<file path="config.mk">
export PLATFORM = sky130hd
export DESIGN_NAME = regfile_write_arbiter
export DESIGN_NICKNAME = d
export VERILOG_FILES = /design/src/rtl/regfile_write_arbiter.sv
export SDC_FILE = /design/constraint.sdc
export NUM_CORES = 1
export LEC_CHECK = 0
export ABC_AREA = 1
export BUFFER_PORTS_ARGS = -buffer_cell sky130_fd_sc_hd__buf_2
export CORE_AREA = 10 10 71 73
export CTS_CLUSTER_SIZE = 20
export DETAILED_ROUTE_END_ITERATION = 8
export DIE_AREA = 0 0 81 83
export GPL_TIMING_DRIVEN = 1
export PLACE_DENSITY = 0.81
export SYNTH_ARGS = -nofsm -noshare
export SYNTH_HDL_FRONTEND = slang
export SYNTH_SLANG_ARGS = --single-unit
export TNS_END_PERCENT = 5
</file>
<file path="constraint.sdc">
create_clock -name clk -period 2.9 [get_ports clk]
set_input_delay 0.435 -clock clk [delete_from_list [all_inputs] [get_ports clk]]
set_output_delay 0.435 -clock clk [all_outputs]
set_load 0.05 [all_outputs]
</file>
<file path="src/rtl/regfile_write_arbiter.sv">
// ---------------------------------------------------------------------------
// regfile_write_arbiter
//
// Owns the single register-file write port. The writeback stream is the
// primary writer; an auxiliary multi-cycle unit (mul/div) is the secondary
// writer and holds its request until it sees a one-cycle aux_gnt pulse.
// Also holds the architectural OUT port register.
//
// Optional feature macro: STARVE_GUARD_EN
//   defined   : a wait counter bounds how many writeback wins an aux request
//               can suffer (MAX_WAIT). When the bound is reached the pipeline
//               is frozen for one cycle (stall_req) and aux wins.
//   undefined : no counter, no FORCE state; aux waits for an idle writeback
//               slot and stall_req is tied 0. MAX_WAIT does not exist.
//
// Parameters
//   DATA_W    register / port data width
//   REG_AW    register address width
//   MAX_WAIT  aux wait cycles before a stall is forced, 1..15 (guard only)
//
// Ports
//   clk        in   rising-edge clock
//   rst_n      in   async active-low reset (released synchronously inside)
//   wb_valid   in   writeback slot carries a register write
//   wb_rdst    in   writeback destination
//   wb_data    in   writeback value
//   wb_out_en  in   writeback slot is an OUT instruction
//   aux_req    in   aux write request, held with aux_rdst/aux_data until grant
//   aux_rdst   in   aux destination
//   aux_data   in   aux value
//   aux_gnt    out  one-cycle pulse: aux write performed this cycle
//   stall_req  out  pipeline must freeze; WB slot replayed next cycle
//   rf_we      out  register-file write enable
//   rf_waddr   out  register-file write address
//   rf_wdata   out  register-file write data
//   out_port   out  OUT port register
//
// All outputs are registered: a request that wins in cycle N shows up on
// rf_* / aux_gnt in cycle N+1.
// ---------------------------------------------------------------------------
module regfile_write_arbiter #(
  parameter int DATA_W = 16,
  parameter int REG_AW = 3
`ifdef STARVE_GUARD_EN
  ,
  parameter int MAX_WAIT = 4
`endif
) (
  input  logic              clk,
  input  logic              rst_n,
  input  logic              wb_valid,
  input  logic [REG_AW-1:0] wb_rdst,
  input  logic [DATA_W-1:0] wb_data,
  input  logic              wb_out_en,
  input  logic              aux_req,
  input  logic [REG_AW-1:0] aux_rdst,
  input  logic [DATA_W-1:0] aux_data,
  output logic              aux_gnt,
  output logic              stall_req,
  output logic              rf_we,
  output logic [REG_AW-1:0] rf_waddr,
  output logic [DATA_W-1:0] rf_wdata,
  output logic [DATA_W-1:0] out_port
);

  typedef enum logic [1:0] {
    IDLE  = 2'd0,
    WAIT  = 2'd1,
    GRANT = 2'd2
`ifdef STARVE_GUARD_EN
    ,
    FORCE = 2'd3
`endif
  } arbState_e;

  logic [1:0]        rstSync_q;
  arbState_e         state_q, state_d;
  logic              rfWe_q, rfWe_d;
  logic [REG_AW-1:0] rfWaddr_q, rfWaddr_d;
  logic [DATA_W-1:0] rfWdata_q, rfWdata_d;
  logic [DATA_W-1:0] outPort_q, outPort_d;
  logic              auxGnt_q, auxGnt_d;
  logic              takeAux;
  logic              takeWb;
  logic              slotIgnored;
`ifdef STARVE_GUARD_EN
  logic [3:0]        waitCnt_q, waitCnt_d;
  logic [3:0]        waitInc;
  logic              stall_q, stall_d;
`endif

  // Reset release synchroniser: assertion is immediate through the async
  // clear, release takes two clock edges so every state flop leaves reset
  // on the same edge.
  always_ff @(posedge clk or negedge rst_n) begin
    if (!rst_n) begin
      rstSync_q <= 2'b00;
    end else begin
      rstSync_q <= {rstSync_q[0], 1'b1};
    end
  end

  // Arbitration decision and next-state logic. IDLE and GRANT decide the
  // same way: an aux_req seen while aux_gnt is showing is a new request.
  always_comb begin
    state_d     = state_q;
    takeAux     = 1'b0;
    takeWb      = 1'b0;
    slotIgnored = 1'b0;
`ifdef STARVE_GUARD_EN
    waitCnt_d   = waitCnt_q;
    stall_d     = 1'b0;
    waitInc     = (waitCnt_q < 4'(MAX_WAIT)) ? waitCnt_q + 4'd1 : waitCnt_q;
`endif

    unique case (state_q)
      IDLE, GRANT: begin
        if (aux_req && !wb_valid) begin
          takeAux = 1'b1;
          state_d = GRANT;
        end else if (aux_req) begin
          takeWb  = 1'b1;
          state_d = WAIT;
`ifdef STARVE_GUARD_EN
          waitCnt_d = 4'd1;
`endif
        end else begin
          takeWb  = wb_valid;
          state_d = IDLE;
        end
      end
      WAIT: begin
        if (!aux_req) begin
          // Aux abandoned its request: drop it, writeback proceeds normally.
          takeWb  = wb_valid;
          state_d = IDLE;
        end else if (!wb_valid) begin
          takeAux = 1'b1;
          state_d = GRANT;
        end else begin
          takeWb  = 1'b1;
          state_d = WAIT;
`ifdef STARVE_GUARD_EN
          waitCnt_d = waitInc;
`endif
        end
      end
`ifdef STARVE_GUARD_EN
      FORCE: begin
        // Pipeline is frozen this cycle, so the writeback slot is not
        // consumed; it will be presented again next cycle.
        slotIgnored = 1'b1;
        if (aux_req) begin
          takeAux = 1'b1;
          state_d = GRANT;
        end else begin
          state_d = IDLE;
        end
      end
`endif
      default: begin
        state_d = IDLE;
      end
    endcase

`ifdef STARVE_GUARD_EN
    // Counter only lives while aux is waiting; the bound check covers both
    // the first loss (from IDLE/GRANT) and later losses (in WAIT).
    if (state_d == IDLE || state_d == GRANT) begin
      waitCnt_d = 4'd0;
    end
    if (state_d == WAIT && waitCnt_d == 4'(MAX_WAIT)) begin
      state_d = FORCE;
      stall_d = 1'b1;
    end
`endif

    rfWe_d    = takeAux | takeWb;
    auxGnt_d  = takeAux;
    rfWaddr_d = '0;
    rfWdata_d = '0;
    if (takeAux) begin
      rfWaddr_d = aux_rdst;
      rfWdata_d = aux_data;
    end else if (takeWb) begin
      rfWaddr_d = wb_rdst;
      rfWdata_d = wb_data;
    end

    outPort_d = outPort_q;
    if (wb_out_en && !slotIgnored) begin
      outPort_d = wb_data;
    end

    // Hold everything at reset values until the synchronised release.
    if (!rstSync_q[1]) begin
      state_d   = IDLE;
      rfWe_d    = 1'b0;
      auxGnt_d  = 1'b0;
      rfWaddr_d = '0;
      rfWdata_d = '0;
      outPort_d = '0;
`ifdef STARVE_GUARD_EN
      waitCnt_d = 4'd0;
      stall_d   = 1'b0;
`endif
    end
  end

  // State and output registers.
  always_ff @(posedge clk or negedge rst_n) begin
    if (!rst_n) begin
      state_q   <= IDLE;
      rfWe_q    <= 1'b0;
      rfWaddr_q <= '0;
      rfWdata_q <= '0;
      outPort_q <= '0;
      auxGnt_q  <= 1'b0;
`ifdef STARVE_GUARD_EN
      waitCnt_q <= 4'd0;
      stall_q   <= 1'b0;
`endif
    end else begin
      state_q   <= state_d;
      rfWe_q    <= rfWe_d;
      rfWaddr_q <= rfWaddr_d;
      rfWdata_q <= rfWdata_d;
      outPort_q <= outPort_d;
      auxGnt_q  <= auxGnt_d;
`ifdef STARVE_GUARD_EN
      waitCnt_q <= waitCnt_d;
      stall_q   <= stall_d;
`endif
    end
  end

  assign rf_we    = rfWe_q;
  assign rf_waddr = rfWaddr_q;
  assign rf_wdata = rfWdata_q;
  assign out_port = outPort_q;
  assign aux_gnt  = auxGnt_q;
`ifdef STARVE_GUARD_EN
  assign stall_req = stall_q;
`else
  assign stall_req = 1'b0;
`endif

endmodule

</file>
# == Yosys cells after proc, flatten, opt, wreduce, memory -nomap -nowiden ==
# Cells that the tools add are included.
# op_classes
n_eq_ne,3
mux,25
bitwise_logic,1
reduce_logical,4
# op_table
operator,n
16-bit two-way mux,5
1-bit two-way mux,10
3-bit two-way mux,3
2-bit two-way mux,4
1-bit one-hot mux with 2 select lines,2
2-bit one-hot mux with 2 select lines,1
2-bit by 1-bit == test with 1-bit output (second input constant),1
2-bit == test (second input constant),1
2-bit logical NOT,1
2-bit inequality test (second input constant),1
2-bit OR reduction,1
1-bit logical AND,1
1-bit logical NOT,1
1-bit OR,1
# word_totals
ff_bits,41
wordCells,40

# == Longest topological paths before layout ==
# Gate-level depths: netlist of run 1.
# logic_depth
word_depth,7
mapped_depth,5
mapped_depth_nobuf,4

# == Worst setup path after synthesis of run 1 ==
# No wires, ideal clock.
# synth_path
path_type,reg-to-reg
from,reg aux_gnt (netlist name)
to,reg rfWaddr_q[0] (netlist: rf_waddr[0])
setup_time_ns,0.118
arrival_time_ns,1.190
required_time_ns,2.782
setup_slack_ns,1.592
stages_incl_launch_ff,6
n_path_buf,2
synth_period_minus_slack_ns,1.308
cell_sequence,dfrtp_1 > nand2_1 > buf_4 > buf_4 > nand4_1 > nand2_1
# synth_lines
element,line,rtl
to (signal assigned),226,rfWaddr_q <= rfWaddr_d;
to (decl),79,"logic [REG_AW-1:0] rfWaddr_q, rfWaddr_d;"

==> metrics, run 1 <==
area share of the largest cell type after synthesis=58.4%; # hold bufs at CTS=0; Clk pwr share=28.3%; CP required=3100 ps; RSZ-0062 raised after global routing=no; fin crit share=56.6%; top cell type by total area after synthesis=dfrtp_1; Post-Place Worst Slack=1260 ps; Synth area leaders=dfrtp_1, nand4_1, nand3_1, nand2_1, buf_2; Synthesis Warnings=0; crit path DAT=1840 ps; power density over the cells=558 mW/mm2; setup violators final=0; WL per Instance=15.6 um; Post-Route WL=4.55 mm; Comb pwr share=20.5%; layout cells sized above 1=36.6%; setup repair bufs after CTS=0; # DRC=0; antenna cells=0; die width=81 um; I/O Buffers=79; clock sink count=40; Clock transition at path regs=70 ps; CTS H-tree lvls=2; fin crit period=1640 ps; CTS tree=built; P_int=0.000811 W; Vias/cell=5.10; worst ir drop on vdd=227 uV; cells after synthesis=175; R2R cell count=3; Final GP Congestion=0.833; Ports=81; Via Count=1485; Seq. cell area=0.00100 mm2; DIE AREA=0.00672 mm2; dpl cell area=0.00205 mm2; multi-input logic area=571 um2; Layout Skew=5.94 ps; Crit path largest cell delay=780 ps; Max-Cap Viols=0; crit path launch type=flip-flop; ANT nets after route=0; Mapped Nets=218; Switching Share=31.6%; LEAKAGE=1.24 nW; first-pass GRT wire length=7.29 mm; Seq pwr share=51.2%; Die Ht=83 um; Setup WS post-layout=1260 ps; status=finished, final reports clean; clock buffer depth=2; area grow syn2layout=23.9%; fmax=609 MHz; Congestion Overflow GR=0; core area=0.00363 mm2; num rows=22; Slew Viols, Final=0; CP max FO=39; setup_tns=0 ps; FF+latch count, synth=40; 1st-pass router iterations=4; crit path capture type=flip-flop; vias in the first global route=1425; initial antenna violation count=0; largest net degree at the start of global routing=41; CTS Buf Count=5; CTS root buf=clkbuf_8; final core utilization=58.5%; CP Class=flip-flop to flip-flop; Synth cell types=14; Post-CTS Resized=0; worst path cell trace=nand2_1 -> nand2_1 -> nor3_1; Net Sw Power=0.000374 W; GRT Util Overall=13.4%; Final #Nets=286; Avg Cell Area, Syn=9.80 um2; actual slew at the worst max-slew pin=1070 ps; Worst-Skew Late Latency=280 ps; Fillers=348; drt initial violations=144; synthesized area=0.00171 mm2; Max-Slew Margin vs Limit=28.6%; CP max-delay cell=nand2_1; Hold Fails Final Rpt=0; dpl hpwl=3.37 mm; worst hold path class=input port to asynchronous set/reset pin; Critical Path Most Common Cell=nand2_1; initial core utilization=47.2%; post-route design area=0.00212 mm2; Power, Total=0.00118 W; Seq/Total Area, Yosys=58.4%
## critical path: cells and delay by family (launching register included)
kind / cells / cell delay [ps]
and+or+nand+nor: 3 / 1180
DFF: 1 / 380
## worst paths after layout
kind,start,to,slack [ps]
setup / recovery,aux_gnt,aux_gnt,1260
hold / removal,rst_n,rf_we,260
setup reg to reg,aux_gnt,aux_gnt,1260
hold reg to reg,rstSync_q[0],rstSync_q[1],350
max in group asynchronous,rst_n,rstSync_q[1],2060
min in group clk,rstSync_q[0],rstSync_q[1],350
## power groups by stage
stage | Combinational [W] | Sequential, W | Clock (W)
finish | 0.000243 | 0.000606 | 0.000335
global route | 0.000264 | 0.000610 | 0.000373
CTS | 0.000246 | 0.000606 | 0.000344
detailed placement | 0.000245 | 0.000617 | 0
global placement | 0.000244 | 0.000615 | 0
floorplan | 0.0000672 | 0.000717 | 0
## layout by cell type, fill, tap and decap left out, types with 2 or more instances in the layout
cell type,instances
nand4_1,38
nand3_1,32
inv_1,2
dfrtp_1,39
nor3_1,2
clkbuf_8,5
buf_2,79
conb_1,2
nand2_1,37
## layer usage
layer	up-vias	global-route usage, %	part of all wire (%)
li1	753	-	-
met1	674	17.9	43
met2	53	18.9	47
met3	5	4.96	8.9
met4	0	5.63	1.4
met5	-	0	0
## cell type report
class	instances	area share, %
Tap cell	48	2.83
Clock inverter	1	0.236
Clock buffer	6	3.42
Timing Repair Buffer	80	19.0
Sequential cell	40	47.2
Inverter	3	0.530
Multi-Input combinational cell	113	26.9
## through the flow
stage                     hold WS [ps]  cells
after floorplan                    139    175
final                              256    291
after CTS                          283    291
after global routing               331    291
after global placement             333    284
after detailed placement           335    284
## cells by family (layout without fill, tap and decap cells)
logic type | count (synthesis) | count (layout) | share of synthesized area (%)
flip-flops | 40 | 40 | 58.4
buffers and inverters | 22 | 90 | 8.32
other | 2 | 2 | 0.438
AO/OA/AOI/OAI | 1 | 1 | 0.292
AND/OR/NAND/NOR | 110 | 110 | 32.6
## state kept, by name, summed over array words and instances (netlist names)
| name | flops |
|---|---|
| rf_we | 1 |
| rf_wdata | 16 |
| rf_waddr | 3 |
| rstSync_q | 2 |
| out_port | 16 |
| state_q | 1 |
| aux_gnt | 1 |
## cells in the mapped netlist
library cell / instances
conb_1: 2
nand2_1: 37
buf_2: 9
buf_6: 3
nor2_4: 1
nand3_1: 32
dfrtp_1: 40
a21oi_1: 1
clkbuf_4: 2
inv_2: 1
nand4_1: 38
buf_4: 5
nor3_1: 2
inv_1: 2
(Power assumes the default switching activity.)
==> run 2: changes to the inputs <==
CORE_AREA = 10 10 76 78   (was 10 10 71 73)
DIE_AREA = 0 0 86 88   (was 0 0 81 83)
PLACE_DENSITY = 0.73   (was 0.81)
clock period = 1.48 ns   (was 2.9 ns; I/O delays follow)
==> run 2 against run 1 <==
  * Combinational power rose by 110%
  * First-iteration DRC count fell by 11%
  * Via count rose by 2.7%
  * Power rose by 99%
  * Final area rose by 4.5%
  * Largest cell class unchanged
  * Clock power rose by 100%
  * Global-route usage fell by 0.69 points
==> metrics, run 2 (same netlist as run 1, synthesis figures left out) <==
Worst path top cell family by delay=flip-flops; Layout Skew=4.02 ps; WL per Instance=16.2 um; clock sink count=40; Post-Route WL=4.87 mm; status=finished, final reports clean; initial core utilization=39.9%; worst path cell trace=buf_2; Vias/cell=5.08; layout cells sized above 1=37.5%; Worst-Skew Late Latency=290 ps; area grow syn2layout=29.5%; fin crit share=78.1%; CTS root buf=clkbuf_8; Clock transition at path regs=70 ps; R2R cell count=4; Cells on Worst Hold Path=3; worst ir drop on vdd=449 uV; Congestion Overflow GR=0; num rows=24; RSZ-0062 raised after global routing=no; worst hold path class=input port to flip-flop; Worst R2R Setup Slack=320 ps; Final #Nets=291; dpl hpwl=3.79 mm; setup violators final=0; worst hold slack=181 ps; vias in the first global route=1558; # DRC=0; CP required=1260 ps; CTS H-tree lvls=2; FF-to-FF Start=aux_gnt; Final GP Congestion=0.776; power density over the cells=1060 mW/mm2; crit path DAT=930 ps; crit path capture type=primary output; fmax=865 MHz; Ports=81; I/O Buffers=79; WHS Endpoint=rf_wdata[3]; die width=86 um; drt initial violations=128; crit path launch type=flip-flop; clock buffer depth=2; CTS Buf Count=5; commonest non-fill, non-tap cells in the layout=buf_2, dfrtp_1, nand4_1, nand2_1, nand3_1; Max-Cap Viols=0; CP Class=flip-flop to primary output; commonest non-fill, non-tap cell in the layout=buf_2; GRT Util Overall=12.7%; Fillers=409; CP max FO=2; 1st-pass router iterations=4; Slew Viols, Final=0; Die Ht=88 um; largest net degree at the start of global routing=32; initial antenna violation count=0; Hold Path Origin=aux_data[3]; Hold Fails Final Rpt=0; first-pass GRT wire length=7.75 mm; core area=0.00429 mm2; LEAKAGE=1.28 nW; CP max-delay cell=dfrtp_1; CTS tree=built; setup repair bufs after CTS=0; ANT nets after route=0; antenna cells=0; fin crit period=1160 ps; crit path buf inv count=1; setup_tns=0 ps; Crit path largest cell delay=370 ps; final core utilization=51.7%; Via Count=1525; DIE AREA=0.00757 mm2; worst flop-to-flop path endpoint=rf_wdata[11]
## run 2: worst max path at each step
stage	to	slack [ps]	start	depth (start not counted)
floorplan	rf_waddr[0]	170	aux_gnt	5
global placement	rf_wdata[2]	380	aux_gnt	4
detailed placement	rf_wdata[11]	340	aux_gnt	4
CTS	rf_wdata[11]	310	aux_gnt	4
global route	rf_wdata[8]	220	aux_gnt	4
finish	out_port[8]	320	out_port[8]	1
## run 2: power breakdown
group / switching, W / internal (W) / total, W
Sequential: 0.0000310 / 0.00115 / 0.00118
Combinational: 0.000371 / 0.000134 / 0.000505
Clock: 0.000353 / 0.000320 / 0.000674
Total: 0.000756 / 0.00161 / 0.00236
## run 2: metal layers
| layer | vias up | GRT usage (%) | routed length [um] |
|---|---|---|---|
| met2 | 50 | 19.6 | 2350 |
| li1 | 762 | - | - |
| met4 | 0 | 6.29 | 80 |
| met1 | 707 | 15.9 | 2100 |
| met5 | - | 0 | 0 |
| met3 | 6 | 3.90 | 333 |
## run 2: area by class of cell
class | instances | area, um2 | area share, %
clock buffers | 6 | 72.6 | 3.27
flip-flops and latches | 40 | 1000 | 45.2
repair buffers | 85 | 493 | 22.2
well taps | 52 | 65.1 | 2.93
multi-input cells | 113 | 571 | 25.7
inverters | 3 | 11.3 | 0.507
clock inverters | 1 | 5.00 | 0.225
## run 2: per-stage QoR
| stage | cell area (um2) | setup slack [ps] | power (W) | cells |
|---|---|---|---|---|
| 2_1_floorplan | 1710 | 172 | 0.00154 | 175 |
| 3_3_place_gp | 2130 | 383 | 0.00171 | 292 |
| 3_5_place_dp | 2130 | 337 | 0.00171 | 292 |
| 4_1_cts | 2220 | 315 | 0.00239 | 300 |
| 5_1_grt | 2220 | 220 | 0.00247 | 300 |
| 6_report | 2220 | 324 | 0.00236 | 300 |
## run 2: repair_timing
item	in CTS	in global routing
hold buffers	1	0
endpoints found under the hold margin	13	0
gates resized for setup	0	0
==> run 3: changes to the inputs <==
ABC_AREA = 0   (was 1)
CORE_AREA = 10 10 73 75   (was 10 10 76 78)
DIE_AREA = 0 0 83 85   (was 0 0 86 88)
PLACE_DENSITY = 0.78   (was 0.73)
clock period = 1.1 ns   (was 1.48 ns; I/O delays follow)
==> run 3 against run 2 <==
  * Sequential cell count unchanged
  * Global-route usage up 0.30 points
  * Hold slack lost 49 ps
  * Final area increased by 6.5%
  * Die area is 6.8% lower
  * Final cell count down 7.0%
  * Critical endpoint is now out_port[0]
==> metrics, run 3 <==
cell count after placement=270; CP Class=flip-flop to primary output; initial antenna violation count=0; layout cells sized above 1=48.9%; initial core utilization=45.2%; worst hold path class=input port to flip-flop; number of synthesized flops with an enable pin=0; # DRC=0; area grow syn2layout=33.7%; ANT nets after route=0; top cell type by total area after synthesis=dfrtp_1; Layout Skew=7.47 ps; dpl cell area=0.00222 mm2; Fillers=369; commonest non-fill, non-tap cell in the layout=buf_2; CTS H-tree lvls=2; Top Layer Used=met4; vias in the first global route=1526; Synth top cells by count=dfrtp_1, a21oi_2, nand2_1, nand3b_1; drt initial violations=59; share of flip-flops with an asynchronous set or reset=100%; routed wl met3=342 um; fin crit period=1050 ps; synthesized area=0.00177 mm2; FF+latch count, synth=40; crit path launch type=flip-flop; CTS Buf Count=5; dpl hpwl=3.38 mm; Seq. cell area=0.00100 mm2; Top FF cell, synth=dfrtp_1; met2 WL=2.26 mm; Hold Fails Final Rpt=0; Congestion Overflow GR=0; DIE AREA=0.00706 mm2; setup repair bufs after CTS=0; Mapped Nets=192; num rows=23; Worst R2R Setup Slack=60 ps; RSZ-0062 raised after global routing=no; CTS tree=built; CTS root buf=clkbuf_8; Via Count=1344; I/O Buffers=79; Crit path largest cell delay=340 ps; commonest non-fill, non-tap cells in the layout=buf_2, dfrtp_1, a21oi_2, nand2_1, nand3b_1; WL per Instance=16.3 um; M1 WL=1.92 mm; largest net degree at the start of global routing=41; post-route design area=0.00236 mm2; die width=83 um; crit path buf inv count=1; LEAKAGE=1.20 nW; Synth area leaders=dfrtp_1, a21oi_2, mux2i_1, nand3b_1, nor2b_1; 1st-pass router iterations=4; setup violators final=0; Finished Layout Cells=279; worst path cell trace=buf_2; GRT Util Overall=13.0%; core area=0.00391 mm2; power density over the cells=1400 mW/mm2; fin crit share=95.3%; CP max-delay cell=dfrtp_1; clock sink count=40; multi-input logic area=688 um2; Slew Viols, Final=0; Die Ht=85 um; Ports=81; status=finished, final reports clean; first-pass GRT wire length=7.73 mm; worst ir drop on vdd=828 uV; Avg Cell Area, Syn=11.9 um2; Worst-Skew Late Latency=280 ps; crit path capture type=primary output; clock buffer depth=2; setup_tns=0 ps; Final #Nets=271; CP max FO=2; antenna cells=0; Synth cell types=14; Post-Route WL=4.56 mm; fmax=954 MHz; most common cell in the netlist=dfrtp_1; Final GP Congestion=0.753; Vias/cell=4.82; CP required=940 ps; Max-Cap Viols=0; Synthesis Warnings=0; area share of the largest cell type after synthesis=56.6%; cells after synthesis=149; Worst path top cell family by delay=flip-flops; Clock transition at path regs=80 ps; crit path DAT=880 ps; Seq/Total Area, Yosys=56.6%
run 3: path summary, 6_finish.rpt:
check	startpoint	to	cells past startpoint
min	wb_rdst[2]	rf_waddr[2]	3
max reg2reg	rstSync_q[1]	aux_gnt	2
min in group asynchronous	rst_n	rf_wdata[5]	3
max	out_port[0]	out_port[0]	1
min reg2reg	rstSync_q[0]	rstSync_q[1]	0
max in group asynchronous	rst_n	aux_gnt	3
run 3: stage by stage:
stage	worst slack (ps)	hold slack [ps]	power, W	util, %
detailed placement	74.3	152	0.00235	56.7
CTS	9.94	124	0.00333	59.3
global route	1.08	132	0.00347	60.4
finish	51.7	132	0.00330	60.4
global placement	89.7	151	0.00234	56.7
floorplan	36.5	-131	0.00210	-
run 3: timing repair:
action,4_1_cts,5_1_grt
endpoints found under the hold margin,40,0
hold buffers,1,0
setup endpoints to repair,1,16
gates resized for setup,1,17
pin swaps,0,0
run 3: report_power, final:
group          switching, W  internal (W)  leakage [nW]
Combinational      0.000513      0.000242         0.634
Sequential        0.0000303       0.00155         0.525
Clock              0.000451      0.000511        0.0455
run 3: area by class of cell:
| class | instances | share of cell area (%) |
|---|---|---|
| timing repair buffer | 84 | 21.7 |
| inverter | 2 | 0.318 |
| sequential | 40 | 42.4 |
| multi-input combinational | 95 | 29.1 |
| tap | 50 | 2.65 |
| clock buffer | 8 | 3.81 |
run 3: layer usage:
layer / global-route usage (%) / vias to the layer above
met3: 5.74 / 4
met5: 0 / -
li1: - / 649
met2: 20.7 / 44
met4: 3.25 / 0
met1: 15.8 / 647
run 3: kinds of logic after synthesis:
logic type / Yosys count / synth area share (%)
AOI/OAI and AO/OA: 21 / 10.8
buffers and inverters: 14 / 4.74
DFF: 40 / 56.6
muxes: 16 / 9.06
other: 2 / 0.425
and+or+nand+nor: 56 / 18.3
